<file path="config.mk">
export PLATFORM = sky130hd
export DESIGN_NAME = fsm_vector_sequencer
export DESIGN_NICKNAME = d
export VERILOG_FILES = /design/src/rtl/fsm_seq_pkg.sv /design/src/rtl/fsm_vec_mem.sv /design/src/rtl/fsm_vector_sequencer.sv
export SDC_FILE = /design/constraint.sdc
export NUM_CORES = 1
export LEC_CHECK = 0
export ABC_AREA = 1
export CAP_MARGIN = 20
export CORE_MARGIN = 3
export CORE_UTILIZATION = 35
export DETAILED_ROUTE_END_ITERATION = 7
export HOLD_SLACK_MARGIN = 0.1
export PLACE_DENSITY = 0.47
export SETUP_SLACK_MARGIN = 0.4
export SKIP_LAST_GASP = 1
export SYNTH_ARGS = -nofsm -noshare
export SYNTH_HDL_FRONTEND = slang
export SYNTH_SLANG_ARGS = --single-unit
</file>
<file path="constraint.sdc">
create_clock -name clk -period 5.48 [get_ports clk]
set_clock_uncertainty 0.2 [all_clocks]
set_input_delay 0.548 -clock clk [delete_from_list [all_inputs] [get_ports clk]]
set_output_delay 0.548 -clock clk [all_outputs]
set_load 0.01 [all_outputs]
</file>
<file path="src/rtl/fsm_seq_pkg.sv">
// Shared types and constants for the FSM vector sequencer.
package fsm_seq_pkg;

  localparam int IN_W_DEF   = 13;
  localparam int OUT_W_DEF  = 20;
  localparam int DEPTH_DEF  = 32;
  localparam int SETTLE_DEF = 2;

  localparam logic [7:0] CNT_MAX = 8'd255;

  typedef enum logic [2:0] {
    S_IDLE,
    S_DRST,
    S_APPLY,
    S_SAMPLE,
    S_STEP,
    S_FIN
  } state_t;

  // Increment that sticks at CNT_MAX instead of wrapping.
  function automatic logic [7:0] sat_inc(input logic [7:0] v);
    return (v == CNT_MAX) ? v : v + 8'd1;
  endfunction

endpackage

</file>
<file path="src/rtl/fsm_vec_mem.sv">
// Stimulus/golden entry store: one write port, one asynchronous read port.
module fsm_vec_mem #(
  parameter int IN_W   = 13,
  parameter int OUT_W  = 20,
  parameter int DEPTH  = 32,
  parameter int ADDR_W = 5
) (
  input  logic              clk,
  input  logic              we,
  input  logic [ADDR_W-1:0] waddr,
  input  logic [IN_W-1:0]   wstim,
  input  logic [OUT_W-1:0]  wgold,
  input  logic [ADDR_W-1:0] raddr,
  output logic [IN_W-1:0]   rstim,
  output logic [OUT_W-1:0]  rgold
);

  // Each word packs {golden, stimulus}; contents are deliberately not reset.
  logic [IN_W+OUT_W-1:0] mem_q [DEPTH];

  // Host write port.
  always_ff @(posedge clk) begin
    if (we) mem_q[waddr] <= {wgold, wstim};
  end

  assign {rgold, rstim} = mem_q[raddr];

endmodule

</file>
<file path="src/rtl/fsm_vector_sequencer.sv">
// Drives an FSM-under-test through a stored run of input vectors and scores
// each masked output vector against its golden value.
module fsm_vector_sequencer
  import fsm_seq_pkg::*;
#(
  parameter int IN_W   = IN_W_DEF,
  parameter int OUT_W  = OUT_W_DEF,
  parameter int DEPTH  = DEPTH_DEF,
  parameter int ADDR_W = $clog2(DEPTH),
  parameter int SETTLE = SETTLE_DEF
) (
  input  logic              clk,
  input  logic              rst,
  input  logic              cfg_we,
  input  logic [ADDR_W-1:0] cfg_addr,
  input  logic [IN_W-1:0]   cfg_stim,
  input  logic [OUT_W-1:0]  cfg_gold,
  input  logic [OUT_W-1:0]  cfg_mask,
  input  logic [ADDR_W:0]   run_len,
  input  logic              start,
  input  logic              abort,
  output logic              dut_rst,
  output logic              dut_step,
  output logic [IN_W-1:0]   dut_x,
  input  logic [OUT_W-1:0]  dut_y,
  output logic              busy,
  output logic              done,
  output logic [7:0]        mismatch_cnt,
  output logic              fail_flag,
  output logic [ADDR_W-1:0] first_fail_idx
);

  localparam int LEN_W = ADDR_W + 1;
  localparam int SET_W = $clog2(SETTLE + 2);
  localparam logic [LEN_W-1:0] DEPTH_L = LEN_W'(DEPTH);

  state_t             state_q, state_d;
  logic [ADDR_W-1:0]  idx_q, idx_d;
  logic [LEN_W-1:0]   len_q, len_d;
  logic [OUT_W-1:0]   mask_q, mask_d;
  logic [SET_W-1:0]   wait_q, wait_d;
  logic               dut_rst_q, dut_rst_d;
  logic               dut_step_q, dut_step_d;
  logic [IN_W-1:0]    dut_x_q, dut_x_d;
  logic               busy_q, busy_d;
  logic               done_q, done_d;
  logic [7:0]         cnt_q, cnt_d;
  logic               fail_q, fail_d;
  logic [ADDR_W-1:0]  ffi_q, ffi_d;

  logic [IN_W-1:0]    rd_stim;
  logic [OUT_W-1:0]   rd_gold;
  logic [LEN_W-1:0]   start_len;
  logic               miss;

  // Reads follow the next index so dut_x picks up the new entry on APPLY entry.
  fsm_vec_mem #(
    .IN_W  (IN_W),
    .OUT_W (OUT_W),
    .DEPTH (DEPTH),
    .ADDR_W(ADDR_W)
  ) u_mem (
    .clk  (clk),
    .we   (cfg_we && (state_q == S_IDLE)),
    .waddr(cfg_addr),
    .wstim(cfg_stim),
    .wgold(cfg_gold),
    .raddr(idx_d),
    .rstim(rd_stim),
    .rgold(rd_gold)
  );

  assign start_len = (run_len > DEPTH_L) ? DEPTH_L : run_len;
  assign miss      = |((dut_y ^ rd_gold) & mask_q);

  // Next-state, datapath and registered-output decode.
  always_comb begin
    state_d = state_q;
    idx_d   = idx_q;
    len_d   = len_q;
    mask_d  = mask_q;
    wait_d  = wait_q;
    dut_x_d = dut_x_q;
    cnt_d   = cnt_q;
    fail_d  = fail_q;
    ffi_d   = ffi_q;

    case (state_q)
      S_IDLE: begin
        if (start) begin
          len_d   = start_len;
          mask_d  = cfg_mask;
          cnt_d   = '0;
          fail_d  = 1'b0;
          ffi_d   = '0;
          idx_d   = '0;
          wait_d  = SET_W'(1);
          state_d = (start_len == '0) ? S_FIN : S_DRST;
        end
      end
      S_DRST: begin
        if (wait_q == '0) begin
          state_d = S_APPLY;
          wait_d  = SET_W'(SETTLE - 1);
          dut_x_d = rd_stim;
        end else begin
          wait_d = wait_q - SET_W'(1);
        end
      end
      S_APPLY: begin
        if (wait_q == '0) state_d = S_SAMPLE;
        else              wait_d  = wait_q - SET_W'(1);
      end
      S_SAMPLE: begin
        if (miss) begin
          cnt_d  = sat_inc(cnt_q);
          fail_d = 1'b1;
          if (!fail_q) ffi_d = idx_q;
        end
        state_d = S_STEP;
      end
      S_STEP: begin
        if ({1'b0, idx_q} == len_q - LEN_W'(1)) begin
          state_d = S_FIN;
        end else begin
          idx_d   = idx_q + ADDR_W'(1);
          wait_d  = SET_W'(SETTLE - 1);
          dut_x_d = rd_stim;
          state_d = S_APPLY;
        end
      end
      S_FIN:   state_d = S_IDLE;
      default: state_d = S_IDLE;
    endcase

    // Abort drops straight to IDLE and freezes whatever results exist.
    if (abort && (state_q != S_IDLE)) begin
      state_d = S_IDLE;
      idx_d   = idx_q;
      dut_x_d = dut_x_q;
      cnt_d   = cnt_q;
      fail_d  = fail_q;
      ffi_d   = ffi_q;
    end

    dut_rst_d  = !(state_d inside {S_APPLY, S_SAMPLE, S_STEP});
    busy_d     = state_d inside {S_DRST, S_APPLY, S_SAMPLE, S_STEP};
    done_d     = (state_d == S_FIN);
    dut_step_d = (state_d == S_STEP);
  end

  // State and output registers with synchronous reset.
  always_ff @(posedge clk) begin
    if (rst) begin
      state_q    <= S_IDLE;
      idx_q      <= '0;
      len_q      <= '0;
      mask_q     <= '0;
      wait_q     <= '0;
      dut_rst_q  <= 1'b1;
      dut_step_q <= 1'b0;
      dut_x_q    <= '0;
      busy_q     <= 1'b0;
      done_q     <= 1'b0;
      cnt_q      <= '0;
      fail_q     <= 1'b0;
      ffi_q      <= '0;
    end else begin
      state_q    <= state_d;
      idx_q      <= idx_d;
      len_q      <= len_d;
      mask_q     <= mask_d;
      wait_q     <= wait_d;
      dut_rst_q  <= dut_rst_d;
      dut_step_q <= dut_step_d;
      dut_x_q    <= dut_x_d;
      busy_q     <= busy_d;
      done_q     <= done_d;
      cnt_q      <= cnt_d;
      fail_q     <= fail_d;
      ffi_q      <= ffi_d;
    end
  end

  assign dut_rst        = dut_rst_q;
  assign dut_step       = dut_step_q;
  assign dut_x          = dut_x_q;
  assign busy           = busy_q;
  assign done           = done_q;
  assign mismatch_cnt   = cnt_q;
  assign fail_flag      = fail_q;
  assign first_fail_idx = ffi_q;

endmodule
</file>
Yosys cells after proc, flatten, opt, wreduce, memory -nomap -nowiden. Memory sizes are Yosys's and may differ from the RTL's. Cells that the tools add are included.

Memories: 1. RAM bits: 1056. Word-level logic and storage cells: 92. Register bits: 67.

Eq/ne operators: 18. $add $sub $neg: 4. Bitwise gates (word level): 3. Reductions and logical operators: 19. $lt $le $gt $ge: 1. Mux-type cells: 33.

Memory list: u_mem.mem_q (words 32, bits a word 33, rd ports 1, clocked after Yosys merged registers in 0, write ports 1, RTL line fsm_vec_mem.sv:19) `logic [IN_W+OUT_W-1:0] mem_q [DEPTH];`.

Operator list (count): two-way mux 5 bit (6); two-way mux 13 bit (2); one-hot mux 13 bit (2 select lines) (1); two-way mux 8 bit (3); AND 20 bit (1); one-hot mux 5 bit (2 select lines) (2); OR reduction 20 bit (1); bitwise XOR 20 bit (1); two-way mux 3 bit (6); one-hot mux 8 bit (2 select lines) (1); one-hot mux 3 bit (5 select lines) (1); != test 2 bit, second input constant (7); equality test 3 x 2 -> 1 bit, second input constant (4); AND reduction 4 bit (3); AND reduction 5 bit (2); equality test 3 bit, second input constant (3); adder 8 x 1 -> 8 bit, second input constant (1); equality test 8 bit, second input constant (1); two-way mux 2 bit (4); one-hot mux 2 bit (4 select lines) (1); nonzero test 4 bit (2); equality test 3 x 1 -> 1 bit, second input constant (2); equality test 5 x 6 -> 1 bit (1); greater-than comparator 6 bit, second input constant (1); other kinds (15) (21).

Logic depth before layout (Yosys ltp). Gate-level depths: netlist of run 1. An unclocked memory read counts as a cell.

Depth after elaboration: 11. Depth in mapped cells: 33.

Modules after synthesis. From an unflattened synthesis of run 1, not the netlist that was laid out.

Cell total of the unflattened synthesis: 4187. Area, all modules: 46677.3 um2.

By module, submodules not included: fsm_vec_mem (area each 43020.0 um2, sequential area each 31710.4 um2, cells an instance 3612, instances 1); fsm_vector_sequencer (area each 3657.3 um2, sequential area each 1341.3 um2, cells an instance 575, instances 1).

Worst setup path after synthesis of run 1. No wires, ideal clock.

Path kind: reg2reg. Start: reg len_q[0]. End: reg ffi_q[0], in the netlist first_fail_idx[0]. Required time: 5.170 ns. Setup time: 0.110 ns. Slack: 2.116 ns. Data arrival time: 3.055 ns. Cell stages (with the launch flop): 26. Path through: dfxtp_1 > inv_2 > ha_1 > xnor2_1 > nor2_1 > nand2_1 > nor2_2 > nand2_2 > nand3_1 > nand3_1 > o21ai_1 > buf_2 > buf_1 > nand3_1 > nand3_1 > nand3b_1 > nand3_1 > nand2_1 > nor2_1 > nand3_1 > nor2_1 > nand2_2 > nand4_1 > nand2_1 > inv_1 > nor2_1.

Longest elaborated chain between the ends: 11.

Ends and longest elaborated chain: start: declaration (RTL line fsm_vector_sequencer.sv:39) `logic [LEN_W-1:0] len_q, len_d;`; start signal: assignment (RTL line fsm_vector_sequencer.sv:171) `len_q <= len_d;`; subtractor 6 x 1 -> 6 bit (RTL line fsm_vector_sequencer.sv:123) `if ({1'b0, idx_q} == len_q - LEN_W'(1)) begin`; equality test 5 x 6 -> 1 bit (RTL line fsm_vector_sequencer.sv:123); two-way mux 5 bit (RTL line fsm_vector_sequencer.sv:123); one-hot mux 5 bit (2 select lines) (RTL line fsm_vector_sequencer.sv:88) `case (state_q)`; two-way mux 5 bit (RTL line fsm_vector_sequencer.sv:137) `if (abort && (state_q != S_IDLE)) begin`; memory read (32 x 33 bit); bitwise XOR 20 bit (RTL line fsm_vector_sequencer.sv:74) `assign miss = |((dut_y ^ rd_gold) & mask_q);`; AND 20 bit (RTL line fsm_vector_sequencer.sv:74); OR reduction 20 bit (RTL line fsm_vector_sequencer.sv:74); != test 2 bit (no line); AND reduction 5 bit (no line); end signal: assignment (RTL line fsm_vector_sequencer.sv:181) `ffi_q <= ffi_d;`; end: declaration (RTL line fsm_vector_sequencer.sv:49) `logic [ADDR_W-1:0] ffi_q, ffi_d;`.

Every way passes these cells. A chain may end at the register's enable or synchronous reset.

Final worst setup path of run 1.
Start: reg state_q[1]. End: reg ffi_q[0], in the netlist first_fail_idx[0].

Longest elaborated chain between the ends: 9. Elaborated cells on any way between the ends: 18.

Ends and longest elaborated chain: start: declaration (RTL line fsm_vector_sequencer.sv:37) `state_t state_q, state_d;`; start signal: assignment (RTL line fsm_vector_sequencer.sv:169) `state_q <= state_d;`; equality test 3 bit, or another cell as far along (RTL line fsm_vector_sequencer.sv:88); one-hot mux 5 bit (2 select lines) / logical AND 1 bit (equally long branches) (RTL line fsm_vector_sequencer.sv:88, fsm_vector_sequencer.sv:137); two-way mux 5 bit (RTL line fsm_vector_sequencer.sv:137); memory read (32 x 33 bit); bitwise XOR 20 bit (RTL line fsm_vector_sequencer.sv:74); AND 20 bit (RTL line fsm_vector_sequencer.sv:74); OR reduction 20 bit (RTL line fsm_vector_sequencer.sv:74); != test 2 bit (no line); AND reduction 5 bit (no line).

Parallel ways exist; a longest one is shown, timed or not.

==> metrics.md, run 1 <==
| Metric | Value |
|---|---|
| Status | finished clean |
| Largest net degree at the start of global routing | 158 |
| Die height | 366 µm |
| Synth Area in XOR/XNOR | 0.000967 |
| Worst Path Arrival | 5.14 ns |
| Num CTS Buffers | 119 |
| Worst IR drop on VDD | 0.274 mV |
| Crit Path Max Fanout | 50 |
| Layout Utilization | 0.420 |
| Hold_ws | slightly below 0.2 ns |
| Max_slew headroom | 0.249 |
| All-Layer GR Usage | 0.221 |
| Worst-Skew Late Latency | 0.73 ns |
| # setup viols final | 0 |
| Hold path cells | 3 |
| Post-Syn Area per Cell | 12.1 µm² |
| Fill cells | between 10000 and 15000 |
| DRT Pass-1 Iters | 5 |
| CTS root buf | clkbuf_16 |
| GP Congestion | 0.764 |
| Static Leak | 18.0 nW |
| Most common cell after layout, fill and taps aside | edfxtp_1 |
| DRT iter0 DRCs | 3051 |
| Place WS | 0.505 ns |
| Synth Register Bits | 1123 |
| Critical path's top delay family | simple AND/OR/NAND/NOR gates |
| Mapped Nets | approximately 3800 |
| Initial antenna violation count | 7 |
| Hold_sp | cfg_mask[1] |
| Share of cells above drive strength 1 | 0.0941 |
| FF-to-FF setup slack | approximately 0.77 ns |
| Synth Area in Adders | 0.00138 |
| Min Tclk post-route | 4.71 ns |
| Die area | 0.134 mm² |
| DR vias/cell | 5.41 |
| Worst R2R Path Depth | 26 |
| Initial core utilization | 0.354 |
| First-pass GRT wire length | 214000 µm |
| Final-report hold violation count | 0 |
| Clk buf depth | 3 |
| Sequential Area | around 0.033 mm² |
| Post-route ant nets | 0 |
| Type of element launching the critical path | register |
| DP HPWL | 77000 µm |
| Area fraction of the dominant cell type after synthesis | 0.700 |
| Max Cap Viol | 0 |
| Post-Synth Simple-Gate Area | 0.179 |
| Design area | 0.0538 mm² |
| Drt wl/cell | 26.5 µm |
| Reg2reg end | first_fail_idx[0]$_SDFFE_PP0P_ |
| CTS H-tree lvls | 3 |
| Mux contribution to synthesized area | 0 |
| Worst r2r src | state_q[1]$_SDFF_PP0_ |
| Vias | 30700 |
| I/O pin total | 120 |
| TNS Setup | 0 ns |
| RSZ-0062 raised after global routing | no |
| Main area contributors after synthesis | edfxtp_1, nand3_1, nand2_1, dfxtp_1, nor2_1 |
| Ys flop type | edfxtp_1 |
| Synth Area in Compound Gates | 0.0586 |
| Number of synthesized flops with an enable pin | between 1000 and 1500 |
| Vias in the first global route | roughly 29000 |
| Buf/Inv on CP | 4 |
| Area of the multi-input gates | 0.0112 mm² |
| Hold Buf Count CTS | 0 |
| YS warnings | 0 |
| Sequential area share after synthesis | 0.730 |
| Synth cell types | 36 |
| Syn Inst Count | roughly 3700 |
| Area post-placement | 0.0491 mm² |
| CTS tree | yes |
| Clk pin slew, worst setup/hold paths | 0.06 ns |
| Slew @ Worst Pin | 1.12 ns |
| Pwr per Cell Area | about 350 mW/mm² |
| Most frequent cells in the layout | edfxtp_1, nand3_1, nand2_1, nor2_1, o21ai_0 |
| HP Class | in2reg |
| Die Wd | approximately 370 µm |
| Final net count | 3941 |
| CP max-delay cell | nor2_2 |
| Area growth syn-to-layout | 18.9% |
| Peak Freq | 213 MHz |
| Largest family of logic cells by synthesized area | simple AND/OR/NAND/NOR gates |
| Grt ovf | 0 |
| Post-synth ARST share | 0 |
| Final period utilization | 0.859 |
| Post-route DRC | 0 |
| Worst EP required | 5.91 ns |
| Syn Std Cell Area | 0.0453 mm² |
| Final slew viol count | 0 |
| Most used cell, CP | nand2_1 |
| WHS Endpoint | mask_q[1]$_SDFFE_PP0P_ |
| PortBufs | approximately 120 |
| CP Class | reg2reg |
| WL final | 151000 µm |
| Final worst slack | 0.775 ns |
| Area leader, netlist | edfxtp_1 |
| CP endpoint kind | register |
| Num rows | 131 |
| CP peak stage delay | between 0.3 and 0.4 ns |
| Core ar. | 0.128 mm² |
| CTS Sinks | 1123 |
cell usage after synthesis (all sizes together) (5+ instances only):
library cell,count
nand3b,19
a21oi,26
nor3,7
o211ai,52
buf,153
edfxtp,1056
ha,5
o21ai,250
nand2,627
nor2,333
o22ai,53
nand4,13
clkbuf,101
inv,57
dfxtp,67
nand3,839
o221ai,52
per-stage QoR:
| stage | power (mW) | instances |
|---|---|---|
| after floorplan | 10.3 | 3728 |
| after global placement | 10.9 | 5423 |
| after detailed placement | 10.9 | 5426 |
| after CTS | 19.1 | 5653 |
| after global routing | 19.6 | 5683 |
| final | 19.0 | 5684 |
final cells by class:
type                            count  area share
Inverter                           58     0.00481
Sequential cell                  1123       0.614
Timing Repair Buffer              252      0.0590
Tap cell                         1729      0.0402
Clock buffer                      162      0.0604
Antenna cell                        2   0.0000930
Clock inverter                     65      0.0133
Multi-Input combinational cell   2293       0.208
sequential cells by signal, indices dropped and copies added, names as in the netlist, 3 cells and up:
name	cells
idx_q	5
dut_x	13
mismatch_cnt	8
state_q	3
len_q	6
first_fail_idx	5
mask_q	20
u_mem.mem_q	1056
where the power goes:
group / internal (mW) / switching, mW
clock network: 4.81 / 3.43
logic: 0.376 / 0.749
registers: 9.54 / 0.0810
total: 14.7 / 4.26
worst max-delay path by stage:
stage	from	endpoint	slack, ns	depth (start not counted)
4_1_cts	len_q[0]$_SDFFE_PP0P_	first_fail_idx[0]$_SDFFE_PP0P_	0.48	25
6_report	state_q[1]$_SDFF_PP0_	first_fail_idx[0]$_SDFFE_PP0P_	0.77	26
5_1_grt	len_q[0]$_SDFFE_PP0P_	first_fail_idx[4]$_SDFFE_PP0P_	0.42	32
2_1_floorplan	len_q[0]$_SDFFE_PP0P_	first_fail_idx[0]$_SDFFE_PP0P_	2.12	25
3_3_place_gp	abort	first_fail_idx[4]$_SDFFE_PP0P_	0.46	25
3_5_place_dp	abort	first_fail_idx[0]$_SDFFE_PP0P_	0.50	25
routing by layer:
metal	wire length (µm)	GRT usage
met1	67200	0.314
met2	70100	0.353
met3	9310	0.0354
met4	4110	0.0627
met5	26	0
worst register-to-register path, stage by stage (launching register included):
cell and delay (ns):
dfxtp_1 0.33, nor2_2 0.21, nand2_1 0.22, nand2_1 0.14, nand2_1 0.07, nor2_2 0.36, nand3_4 0.27, nand2_8 0.26
clkinv_16 0.18, buf_16 0.30, buf_12 0.18, nand2_1 0.05, nand3_1 0.06, nand3_1 0.12, nand3_1 0.10, nand3_1 0.15
nand3b_1 0.12, nand3_2 0.16, nand2_1 0.14, nor2_1 0.17, nand2_2 0.16, nor2_1 0.17, nand2_2 0.14, nand4_1 0.19
nand2_1 0.07, inv_1 0.06, nor2_1 0.04
kinds of logic (layout without fill, tap and decap cells):
family / Yosys count / in the layout
AO/OA/AOI/OAI: 445 / 445
buffers and inverters: 312 / 537
AND/OR/NAND/NOR: 1838 / 1838
flip-flops: 1123 / 1123
other: 0 / 2
XOR/XNOR: 5 / 5
adder cells (fa/ha/maj): 5 / 5
timing repair:
action,4_1_cts,5_1_grt
setup buffers,0,3
setup endpoints to repair,0,14
gates resized for setup,0,16
No activity file was read; power rests on OpenSTA's default activity.
==> run 2: changes to the inputs <==
--- a/config.mk
+++ b/config.mk
@@ -7,11 +7,13 @@
 export LEC_CHECK = 0
 export ABC_AREA = 1
 export CAP_MARGIN = 20
+export CORE_ASPECT_RATIO = 0.5
 export CORE_MARGIN = 3
 export CORE_UTILIZATION = 35
 export DETAILED_ROUTE_END_ITERATION = 7
-export HOLD_SLACK_MARGIN = 0.1
+export HOLD_SLACK_MARGIN = 0.06
 export PLACE_DENSITY = 0.47
+export REMOVE_ABC_BUFFERS = 1
 export SETUP_SLACK_MARGIN = 0.4
 export SKIP_LAST_GASP = 1
 export SYNTH_ARGS = -nofsm -noshare
==> run 2 against run 1 <==
Against the previous run:
- clock-buffer cell count fell by 7
- sequential power is essentially flat
- largest cell class unchanged
- cell area shrank 1.4%
==> metrics.md, run 2 (synthesized netlist as in run 1, its figures left out) <==
| Metric | Value |
|---|---|
| Max Cap Viol | 0 |
| Post-route ant nets | 0 |
| CP peak stage delay | 0.36 ns |
| CP max-delay cell | dfxtp_1 |
| Crit Path Max Fanout | 37 |
| Pwr per Cell Area | roughly 340 mW/mm² |
| # setup viols final | 0 |
| Share of cells above drive strength 1 | 0.0929 |
| Place WS | roughly 0.28 ns |
| Grt ovf | 0 |
| WL final | between 100000 and 150000 µm |
| Vias | 31200 |
| Initial antenna violation count | 1 |
| Num CTS Buffers | between 100 and 150 |
| Final net count | 3944 |
| CTS H-tree lvls | 3 |
| Die height | 260 µm |
| Max_slew headroom | 0.291 |
| Clk buf depth | 3 |
| Worst IR drop on VDD | 0.225 mV |
| Die Wd | 515 µm |
| Most common cell after layout, fill and taps aside | edfxtp_1 |
| Post-route DRC | 0 |
| Non-Filler Instances | 5635 |
| Reg with most FFs | u_mem.mem_q |
| Status | finished clean |
| Worst r2r src | len_q[0]$_SDFFE_PP0P_ |
| DRT iter0 DRCs | about 3300 |
| Core ar. | 0.127 mm² |
| Worst Path Arrival | 5.17 ns |
| Vias in the first global route | 28900 |
| Initial core utilization | 0.356 |
| Layout Utilization | 0.417 |
| Reg2reg end | first_fail_idx[2]$_SDFFE_PP0P_ |
| DRT Pass-1 Iters | 5 |
| All-Layer GR Usage | 0.215 |
| CTS root buf | clkbuf_16 |
| DP HPWL | 77900 µm |
| Num rows | 92 |
| Most frequent cells in the layout | edfxtp_1, nand3_1, nand2_1, nor2_1, o21ai_0 |
| HP Class | in2reg |
| Min Tclk post-route | between 4 and 5 ns |
| Static Leak | 17.6 nW |
| Worst-Skew Late Latency | 0.70 ns |
| PortBufs | 119 |
| Placed cells | approximately 5400 |
| Final worst slack | 0.724 ns |
| I/O pin total | 120 |
| CP endpoint kind | register |
| Worst R2R Path Depth | 29 |
| Worst EP required | 5.89 ns |
| TNS Setup | 0 ns |
| Die area | ~0.13 mm² |
| FF-to-FF setup slack | 0.72 ns |
| DR vias/cell | 5.54 |
| CP Class | reg2reg |
| Drt wl/cell | between 20 and 30 µm |
| Peak Freq | 210 MHz |
| Hold_sp | cfg_mask[10] |
| RSZ-0062 raised after global routing | no |
| Final period utilization | 0.868 |
| First-pass GRT wire length | 210000 µm |
| Largest net degree at the start of global routing | around 100 |
| Final slew viol count | 0 |
| CTS Sinks | 1123 |
| Type of element launching the critical path | register |
| Final-report hold violation count | 0 |
| WHS Endpoint | mask_q[10]$_SDFFE_PP0P_ |
| Clk pin slew, worst setup/hold paths | 0.07 ns |
| Hold path cells | 3 |
| Max FFs per register | ~1100 |
| Area growth syn-to-layout | 17.2% |
| CTS tree | yes |
| Slew @ Worst Pin | 1.06 ns |
| GP Congestion | 0.761 |
| Most used cell, CP | nand2_1 |
==> run 2: layer usage <==
layer / track usage / part of all wire / up-vias
met2: 0.326 / 0.44 / 1209
li1: - / - / 13900
met3: 0.0380 / 0.074 / 164
met5: 0 / 0 / -
met1: 0.322 / 0.47 / 15900
met4: 0.0490 / 0.019 / 0
==> run 2: through the flow <==
step	cell area (µm²)	power, mW	hold slack [ns]
after global placement	49100	10.9	0.273
final	53100	17.9	0.215
after CTS	52500	18.0	0.162
after floorplan	44100	10.3	0.252
after detailed placement	49200	10.9	0.280
after global routing	53000	18.5	0.206
==> run 2: how the worst max path moves through the flow <==
stage | startpoint | to | slack (ns) | depth (start not counted)
CTS | len_q[0]$_SDFFE_PP0P_ | first_fail_idx[2]$_SDFFE_PP0P_ | 0.42 | 28
detailed placement | abort | first_fail_idx[2]$_SDFFE_PP0P_ | 0.28 | 24
global placement | abort | first_fail_idx[0]$_SDFFE_PP0P_ | 0.31 | 24
finish | len_q[0]$_SDFFE_PP0P_ | first_fail_idx[2]$_SDFFE_PP0P_ | 0.72 | 29
floorplan | state_q[1]$_SDFF_PP0_ | first_fail_idx[0]$_SDFFE_PP0P_ | -6.03 | 24
global route | len_q[0]$_SDFFE_PP0P_ | first_fail_idx[0]$_SDFFE_PP0P_ | 0.44 | 29
==> run 2: power breakdown <==
group | internal, mW | switching (mW) | leakage (nW)
combinational | 0.359 | 0.778 | 5.96
sequential | 9.54 | 0.0755 | 10.1
clock | 3.83 | 3.29 | 1.60
total | 13.7 | 4.15 | 17.6
==> run 2: critical path: cells and delay by family, from the launching register on <==
kind / cells / cell delay (ns)
xor+xnor: 1 / 0.12
simple gates: 23 / 3.07
fa+ha+maj: 1 / 0.31
buf+inv: 4 / 0.58
flops: 1 / 0.36
==> run 2: layout make-up <==
type                    instances  area [µm²]
fillers                     11800       74100
flip-flops and latches       1123       33100
multi-input cells            2296       11300
repair buffers                265        3070
clock buffers                 155        2970
well taps                    1692        2120
clock inverters                42         324
inverters                      58         254
diodes                          4        10.0
==> run 2: timing repair <==
action | in CTS | in global routing
setup endpoints to repair | 10 | 14
hold buffers | 0 | 0
pin swaps | 0 | 3
hold endpoints to repair | 0 | 0
buffers inserted | 0 | 9
gates resized for setup | 3 | 30
cloned | 0 | 9
